$ cat config.mk
export PLATFORM = sky130hd
export DESIGN_NAME = dac_playback_reader
export DESIGN_NICKNAME = d
export VERILOG_FILES = /design/src/rtl/dac_pkg.sv /design/src/rtl/dac_sample_fifo.sv /design/src/rtl/dac_playback_reader.sv
export SDC_FILE = /design/constraint.sdc
export NUM_CORES = 1
export LEC_CHECK = 0
export ABC_AREA = 1
export ABC_CLOCK_PERIOD_IN_PS = 6400
export BUFFER_PORTS_ARGS = -buffer_cell sky130_fd_sc_hd__buf_4
export CORE_MARGIN = 3
export CORE_UTILIZATION = 55
export CTS_CLUSTER_DIAMETER = 50
export DETAILED_ROUTE_END_ITERATION = 16
export PLACE_DENSITY = 0.76
export SLEW_MARGIN = 5
export SYNTH_ARGS = -nofsm -noshare
export SYNTH_HDL_FRONTEND = slang
export SYNTH_SLANG_ARGS = --single-unit
$ cat constraint.sdc
create_clock -name clk -period 6.4 [get_ports clk]
set_input_delay 1.28 -clock clk [delete_from_list [all_inputs] [get_ports clk]]
set_output_delay 1.28 -clock clk [all_outputs]
set_load 0.1 [all_outputs]
$ cat src/rtl/dac_pkg.sv
// rtl/dac_pkg.sv - shared state encoding and default sizing for the DAC playback reader
package dac_pkg;

    typedef enum logic [1:0] {
        ST_IDLE    = 2'd0,
        ST_PREFILL = 2'd1,
        ST_PLAY    = 2'd2,
        ST_FINISH  = 2'd3
    } dac_state_e;

    localparam int DEF_ADDR_W     = 24;
    localparam int DEF_LEN_W      = 24;
    localparam int DEF_BURST_LEN  = 8;
    localparam int DEF_FIFO_DEPTH = 16;
    localparam int DEF_SAMPLE_DIV = 4;
    localparam int UNDERRUN_CNT_W = 16;

endpackage

$ cat src/rtl/dac_sample_fifo.sv
// rtl/dac_sample_fifo.sv - synchronous sample FIFO with occupancy count and show-ahead read
module dac_sample_fifo #(
    parameter int DEPTH  = 16,
    parameter int DATA_W = 8
) (
    input  logic                     clk,
    input  logic                     rst,
    input  logic                     push,
    input  logic [DATA_W-1:0]        push_data,
    input  logic                     pop,
    output logic [DATA_W-1:0]        pop_data,
    output logic [$clog2(DEPTH):0]   count,
    output logic                     empty
);
    localparam int PTR_W = $clog2(DEPTH);

    logic [DATA_W-1:0] mem [DEPTH];
    logic [PTR_W-1:0]  wr_ptr_q, wr_ptr_d;
    logic [PTR_W-1:0]  rd_ptr_q, rd_ptr_d;
    logic [PTR_W:0]    count_q, count_d;

    // Pointer and occupancy update; a simultaneous push and pop leaves occupancy unchanged
    always_comb begin
        wr_ptr_d = wr_ptr_q;
        rd_ptr_d = rd_ptr_q;
        count_d  = count_q;
        if (push) wr_ptr_d = wr_ptr_q + PTR_W'(1);
        if (pop)  rd_ptr_d = rd_ptr_q + PTR_W'(1);
        if (push && !pop)      count_d = count_q + (PTR_W+1)'(1);
        else if (pop && !push) count_d = count_q - (PTR_W+1)'(1);
    end

    // Pointer/occupancy registers
    always_ff @(posedge clk or posedge rst) begin
        if (rst) begin
            wr_ptr_q <= '0;
            rd_ptr_q <= '0;
            count_q  <= '0;
        end else begin
            wr_ptr_q <= wr_ptr_d;
            rd_ptr_q <= rd_ptr_d;
            count_q  <= count_d;
        end
    end

    // Sample storage; contents need no reset because occupancy gates every read
    always_ff @(posedge clk) begin
        if (push) mem[wr_ptr_q] <= push_data;
    end

    assign pop_data = mem[rd_ptr_q];
    assign count    = count_q;
    assign empty    = (count_q == '0);

endmodule

$ cat src/rtl/dac_playback_reader.sv
// rtl/dac_playback_reader.sv - SDRAM burst fetch into FIFO, paced DAC playback; DAC_UNDERRUN_CNT_EN adds underrun_cnt
module dac_playback_reader
    import dac_pkg::*;
#(
    parameter int ADDR_W     = DEF_ADDR_W,
    parameter int LEN_W      = DEF_LEN_W,
    parameter int BURST_LEN  = DEF_BURST_LEN,
    parameter int FIFO_DEPTH = DEF_FIFO_DEPTH,
    parameter int SAMPLE_DIV = DEF_SAMPLE_DIV
) (
    input  logic              clk,
    input  logic              rst,
    input  logic              start,
    input  logic [ADDR_W-1:0] start_addr,
    input  logic [LEN_W-1:0]  length,
    output logic              busy,
    output logic              done,
    output logic              underrun,
    output logic              rd_req,
    output logic [ADDR_W-1:0] rd_addr,
    input  logic              rd_ack,
    input  logic              rd_valid,
    input  logic [7:0]        rd_data,
    output logic              dac_en,
    output logic [7:0]        dac_data
`ifdef DAC_UNDERRUN_CNT_EN
    ,
    output logic [UNDERRUN_CNT_W-1:0] underrun_cnt
`endif
);
    localparam int CNT_W  = $clog2(FIFO_DEPTH) + 1;
    localparam int BEAT_W = $clog2(BURST_LEN) + 1;
    localparam int DIV_W  = $clog2(SAMPLE_DIV) + 1;

    dac_state_e        state_q, state_d;
    logic              busy_q, busy_d, done_q, done_d, underrun_q, underrun_d;
    logic              rd_req_q, rd_req_d, burst_q, burst_d, dac_en_q, dac_en_d;
    logic [ADDR_W-1:0] rd_addr_q, rd_addr_d;
    logic [7:0]        dac_data_q, dac_data_d;
    logic [LEN_W-1:0]  fetch_rem_q, fetch_rem_d;   // bytes not yet requested
    logic [LEN_W-1:0]  keep_rem_q, keep_rem_d;     // bytes still to be written into the FIFO
    logic [LEN_W-1:0]  play_rem_q, play_rem_d;     // samples not yet popped to the DAC
    logic [BEAT_W-1:0] beat_q, beat_d;
    logic [DIV_W-1:0]  div_q, div_d;
    logic              strobe, fifo_push, fifo_pop, fifo_empty;
    logic [7:0]        fifo_dout;
    logic [CNT_W-1:0]  fifo_count;
`ifdef DAC_UNDERRUN_CNT_EN
    logic [UNDERRUN_CNT_W-1:0] ucnt_q, ucnt_d;
`endif

    dac_sample_fifo #(.DEPTH(FIFO_DEPTH), .DATA_W(8)) u_fifo (
        .clk       (clk),
        .rst       (rst),
        .push      (fifo_push),
        .push_data (rd_data),
        .pop       (fifo_pop),
        .pop_data  (fifo_dout),
        .count     (fifo_count),
        .empty     (fifo_empty)
    );

    // Fetch engine, playback pacing and FSM next-state
    always_comb begin
        state_d     = state_q;
        busy_d      = busy_q;
        done_d      = 1'b0;
        underrun_d  = underrun_q;
        rd_req_d    = rd_req_q;
        rd_addr_d   = rd_addr_q;
        burst_d     = burst_q;
        beat_d      = beat_q;
        dac_en_d    = dac_en_q;
        dac_data_d  = dac_data_q;
        fetch_rem_d = fetch_rem_q;
        keep_rem_d  = keep_rem_q;
        play_rem_d  = play_rem_q;
        div_d       = div_q;
`ifdef DAC_UNDERRUN_CNT_EN
        ucnt_d      = ucnt_q;
`endif
        fifo_push   = 1'b0;
        fifo_pop    = 1'b0;
        strobe      = (div_q == '0);

        if (state_q == ST_PREFILL || state_q == ST_PLAY) begin
            // Beats past the requested length pad out the last burst and are dropped
            if (burst_q && rd_valid) begin
                if (keep_rem_q != '0) begin
                    fifo_push  = 1'b1;
                    keep_rem_d = keep_rem_q - LEN_W'(1);
                end
                if (beat_q == BEAT_W'(BURST_LEN - 1)) begin
                    burst_d = 1'b0;
                    beat_d  = '0;
                end else begin
                    beat_d = beat_q + BEAT_W'(1);
                end
            end
            if (rd_req_q) begin
                if (rd_ack) begin
                    rd_req_d    = 1'b0;
                    burst_d     = 1'b1;
                    beat_d      = '0;
                    rd_addr_d   = rd_addr_q + ADDR_W'(BURST_LEN);
                    fetch_rem_d = (fetch_rem_q > LEN_W'(BURST_LEN)) ?
                                  fetch_rem_q - LEN_W'(BURST_LEN) : '0;
                end
            end else if (!burst_q && fetch_rem_q != '0 &&
                         fifo_count <= CNT_W'(FIFO_DEPTH - BURST_LEN)) begin
                // With no burst outstanding nothing is in flight, so free space is depth - occupancy
                rd_req_d = 1'b1;
            end
        end

        case (state_q)
            ST_IDLE: begin
                if (start) begin
                    underrun_d  = 1'b0;
`ifdef DAC_UNDERRUN_CNT_EN
                    ucnt_d      = '0;
`endif
                    rd_addr_d   = start_addr;
                    fetch_rem_d = length;
                    keep_rem_d  = length;
                    play_rem_d  = length;
                    burst_d     = 1'b0;
                    beat_d      = '0;
                    div_d       = '0;
                    if (length == '0) begin
                        state_d = ST_FINISH;
                        done_d  = 1'b1;
                    end else begin
                        state_d  = ST_PREFILL;
                        busy_d   = 1'b1;
                        rd_req_d = 1'b1;
                    end
                end
            end
            ST_PREFILL: begin
                div_d = '0;
                if (fifo_count >= CNT_W'(BURST_LEN) || keep_rem_q == '0) state_d = ST_PLAY;
            end
            ST_PLAY: begin
                div_d = (div_q == DIV_W'(SAMPLE_DIV - 1)) ? '0 : div_q + DIV_W'(1);
                if (strobe) begin
                    if (play_rem_q == '0) begin
                        // Last sample has been held for a full slot
                        state_d    = ST_FINISH;
                        busy_d     = 1'b0;
                        done_d     = 1'b1;
                        dac_en_d   = 1'b0;
                        dac_data_d = 8'h00;
                    end else begin
                        dac_en_d = 1'b1;
                        if (!fifo_empty) begin
                            fifo_pop   = 1'b1;
                            dac_data_d = fifo_dout;
                            play_rem_d = play_rem_q - LEN_W'(1);
                        end else begin
                            dac_data_d = 8'h00;
                            underrun_d = 1'b1;
`ifdef DAC_UNDERRUN_CNT_EN
                            if (ucnt_q != '1) ucnt_d = ucnt_q + UNDERRUN_CNT_W'(1);
`endif
                        end
                    end
                end
            end
            ST_FINISH: begin
                state_d  = ST_IDLE;
                rd_req_d = 1'b0;
                burst_d  = 1'b0;
                beat_d   = '0;
            end
            default: state_d = ST_IDLE;
        endcase
    end

    // State and datapath registers
    always_ff @(posedge clk or posedge rst) begin
        if (rst) begin
            state_q     <= ST_IDLE;
            busy_q      <= 1'b0;
            done_q      <= 1'b0;
            underrun_q  <= 1'b0;
            rd_req_q    <= 1'b0;
            rd_addr_q   <= '0;
            burst_q     <= 1'b0;
            beat_q      <= '0;
            dac_en_q    <= 1'b0;
            dac_data_q  <= 8'h00;
            fetch_rem_q <= '0;
            keep_rem_q  <= '0;
            play_rem_q  <= '0;
            div_q       <= '0;
`ifdef DAC_UNDERRUN_CNT_EN
            ucnt_q      <= '0;
`endif
        end else begin
            state_q     <= state_d;
            busy_q      <= busy_d;
            done_q      <= done_d;
            underrun_q  <= underrun_d;
            rd_req_q    <= rd_req_d;
            rd_addr_q   <= rd_addr_d;
            burst_q     <= burst_d;
            beat_q      <= beat_d;
            dac_en_q    <= dac_en_d;
            dac_data_q  <= dac_data_d;
            fetch_rem_q <= fetch_rem_d;
            keep_rem_q  <= keep_rem_d;
            play_rem_q  <= play_rem_d;
            div_q       <= div_d;
`ifdef DAC_UNDERRUN_CNT_EN
            ucnt_q      <= ucnt_d;
`endif
        end
    end

    assign busy     = busy_q;
    assign done     = done_q;
    assign underrun = underrun_q;
    assign rd_req   = rd_req_q;
    assign rd_addr  = rd_addr_q;
    assign dac_en   = dac_en_q;
    assign dac_data = dac_data_q;
`ifdef DAC_UNDERRUN_CNT_EN
    assign underrun_cnt = ucnt_q;
`endif

endmodule
==> run summary <==
The worst-margin pin slew is 1.18 ns. The clock period minus worst slack is 3.39 ns. The number of iterations in the first detailed-routing pass is 7. In this run the worst path has a maximum fanout of 14. The share of total power in the clock network came out at 24.9%. The adder and majority gate portion of the synthesized area came out at 2.01%. The maximum number of pins on one net before global-route repair is 81. The number of placed cells counting well taps came out at 1952.

The number of resized instances in the post-cts repair step is 0. CTS placed an instance of clkbuf_16 at the clock tree root. The worst vdd rail ir drop is 0.355 mV. The simple logic cell fraction of the synthesized area came out at 25.2%. The detailed-route vias per instance is 5.66. For this configuration, the core starts out at a cell density of 56.6%.

The standby leakage power is 6.62 nW. The DRC violations left is 0. The die boundary width is 162 um.

The count of pins over their slew limit is 0. In this run the most critical hold path is launched from dac_data[6]$_DFFE_PP0P_. The number of flip-flops and latches in the synthesized netlist came out at 260. By area the synthesized netlist is led by edfxtp_1, dfrtp_1, nand2_1. The largest total area in the synthesized netlist belongs to edfxtp_1.

The internal power of the cells is 4.33 mW. Setup repair after global routing left no endpoint under its margin. The most critical setup path has its startpoint at rd_valid.

Data on the critical path arrives at its endpoint at 3.79 ns. The critical path is of the in2reg type. After legalization and detailed placement, the total HPWL measured 24100 um. The top cell types in the final layout, fill and taps aside, are nand2_1, nor2_1, inv_1, dfrtp_1, edfxtp_1.

The die is 162 um tall. Among all flip-flop cells after synthesis, the most frequent one is dfrtp_1. The core region is 23800 um2. The row count is 56. The count of cells in the finished layout, fillers not included, comes to 2012.

The total count of hold-check failures in the final report was 0. For this run the aggregate overflow at the end of global routing stands at 0. The total chip power is 7.96 mW. The switching component of the power is 3.63 mW. The relative contribution of sequential cells to total power is 32.4%. The detail-routed net length per standard cell came out at 17.4 um.

The share of synthesized area in the top cell type comes to 28.6%. The port buffer count is 97. The via count of the first global-routing pass is 10956. The later pin in the worst-skew pair is clocked with a latency of 0.51 ns. The count of nets left with antenna violations once routing finished came out at 0. The required time reported for the critical path endpoint came out at 6.80 ns. The synthesized netlist devotes 10.8% of its cell area to compound gates. Counting the buffers created by CTS gives 34. The area overhead of the layout relative to synthesis is 15.7%.

The number of diodes came out at 0. The post-synthesis xor/xnor area fraction is 2.87%. The commonest non-fill, non-tap cell in the layout is nand2_1. The die covers 26400 um2. Pin placement for this block handled 98 I/O pins. The flow ran to the end, and the final reports show no timing, DRC or antenna violations. The ratio of cells with drive above 1 in the final layout came out at 11.9%. The share of the clock period used by the worst path is 53.0%. The synthesized area per cell is 8.49 um2. The overall routed net length is 35100 um. The routed via count came out at 11383. The final weighted congestion of routability-driven global placement is 0.935. In this run, distinct cell masters in the synthesized netlist total 46. The clock-pin transition on the worst setup and hold timing paths is 0.06 ns. The worst register-to-register path begins at keep_rem_q[0]$_DFF_PP0_. When the netlist entered floorplanning its net count stood at 1666. The hold-fix buffer count after cts came out at 0.

The achievable frequency came out at 0.295 GHz. The count of mapped cells out of synthesis came out at 1584. The switching share of power came out at 45.6%. The deepest level of the CTS H-tree is 2. The worst setup path is launched from an input pin.

The number of nets at the end of the flow came out at 1751. Of the synthesized area, sequential elements account for 53.2%. The maximum count of clock buffers along a single path came out at 3. The first-pass GRT wire length is 55600 um. The number of max-capacitance violations reported came out at 0. The number of antenna violations at the first check in global routing is 0. The clock arrives with 0.0200 ns of skew. Global routing used 26.4% of the available tracks across all layers. The final-report setup violation count came out at 0.

The min-delay analysis places its worst path in the category reg2reg. The sum of negative setup slack is 0 ns. The cell area that synthesis handed to floorplanning was 13400 um2. The number of synthesized flops with an enable pin came out at 128. The logic gate share of total power came out at 42.7%.

Dividing total power by cell area gives a power density of 512 nW/um2. The mux share of post-synthesis cell area came out at 0.0745%. Clock tree synthesis found a total of 260 sinks. The Yosys step of the flow raised 0 warnings. The DRC marker count from the first detailed-route iteration came out at 922. After clock tree synthesis, the setup repair step added 0 buffers.

The remaining max-slew budget at the tightest pin is 21.0%. The proportion of synthesized flip-flops having asynchronous set or reset came out at 50.8%. The main combinational cell family by area after synthesis is simple AND/OR/NAND/NOR gates.

The worst setup path is captured at a flip-flop. TritonCTS built the clock tree.
## routing by layer
metal,track usage (%),share of wire [%],vias to the layer above
met1,34.3,40,5439
met2,44.6,50,406
li1,-,-,5440
met5,0,0,-
met4,10.7,4.0,0
met3,3.92,6.4,98
## synthesized netlist by cell type, types with 2 or more instances
cell / n
clkbuf_1: 34
buf_6: 3
a21oi_1: 85
o221ai_1: 4
edfxtp_1: 128
o22ai_1: 8
o21ai_0: 115
buf_1: 2
nand4_1: 38
nand2_1: 355
o211ai_1: 21
inv_2: 8
a211oi_1: 2
o21bai_1: 6
buf_2: 13
o2111ai_1: 4
xor2_1: 31
a32o_1: 2
xnor2_1: 13
buf_4: 2
nand2_2: 8
o31ai_1: 3
inv_1: 138
nor2_1: 263
dfrtp_1: 132
ha_1: 20
nor2_4: 4
nand3_2: 3
o21ai_1: 7
nor3_2: 3
nor2_2: 10
or2_2: 3
nand3_1: 86
nor3_1: 18
## registers in the layout, indices dropped and copies added, names as in the netlist
signal	count
busy	1
keep_rem_q	24
state_q	2
beat_q	4
play_rem_q	24
rd_req	1
fetch_rem_q	24
dac_en	1
u_fifo.mem	128
u_fifo.rd_ptr_q	4
rd_addr	24
done	1
underrun	1
burst_q	1
u_fifo.count	5
div_q	3
dac_data	8
u_fifo.wr_ptr_q	4
## worst max-delay path: stages
cell and delay, ns:
buf_4 0.10, nand2_1 0.12, inv_2 0.13, nand2_2 0.09, inv_2 0.12, nand2_2 0.18
inv_2 0.28, ha_1 0.25, inv_1 0.11, fa_1 0.41, a21oi_1 0.21, nor2_1 0.06
nor2_1 0.13, nand2_1 0.07, nand2_1 0.06, nor2_1 0.04, xor2_1 0.14
## kinds of logic (layout without fill, tap and decap cells)
| logic type | Yosys count | after routing |
|---|---|---|
| simple gates | 796 | 796 |
| compound gates | 261 | 261 |
| flops | 260 | 260 |
| buf+inv | 201 | 310 |
| xor+xnor | 44 | 44 |
| fa+ha+maj | 21 | 21 |
| mux | 1 | 1 |
## power groups by stage
stage / clock network [mW] / logic (mW) / registers [mW]
2_1_floorplan: 0 / 1.86 / 3.24
5_1_grt: 2.09 / 3.74 / 2.63
3_5_place_dp: 0 / 3.37 / 2.59
4_1_cts: 2.02 / 3.39 / 2.57
6_report: 1.98 / 3.40 / 2.58
3_3_place_gp: 0 / 3.29 / 2.58
## path summary, 6_finish.rpt
| check | slack, ns | endpoint | cells past startpoint |
|---|---|---|---|
| max | 3.01 | u_fifo.count[4]$_DFFE_PP0P_ | 17 |
| min | 0.48 | dac_data[6]$_DFFE_PP0P_ | 2 |
| max reg2reg | 3.10 | u_fifo.count[4]$_DFFE_PP0P_ | 17 |
| min reg2reg | 0.48 | dac_data[6]$_DFFE_PP0P_ | 2 |
| max in group asynchronous | 4.33 | keep_rem_q[4]$_DFF_PP0_ | 3 |
| min in group asynchronous | 0.90 | dac_data[0]$_DFFE_PP0P_ | 2 |
## per-stage QoR
step	util [%]	area, um2	hold WS (ns)	setup slack (ns)
2_1_floorplan	-	13400	0.464	1.59
3_3_place_gp	60.5	14400	0.465	2.74
3_5_place_dp	60.5	14400	0.467	2.57
4_1_cts	65.5	15600	0.483	3.07
5_1_grt	65.5	15600	0.501	2.81
6_report	65.5	15600	0.482	3.01
## cell type report
| cell class | count | area [um2] |
|---|---|---|
| multi-input combinational | 1123 | 5500 |
| inverter | 147 | 557 |
| clock buffer | 45 | 945 |
| tap | 319 | 399 |
| timing repair buffer | 103 | 773 |
| clock inverter | 15 | 234 |
| fill | 1953 | 8190 |
| sequential | 260 | 7150 |
Note: power is estimated with default switching activity, not from simulation.
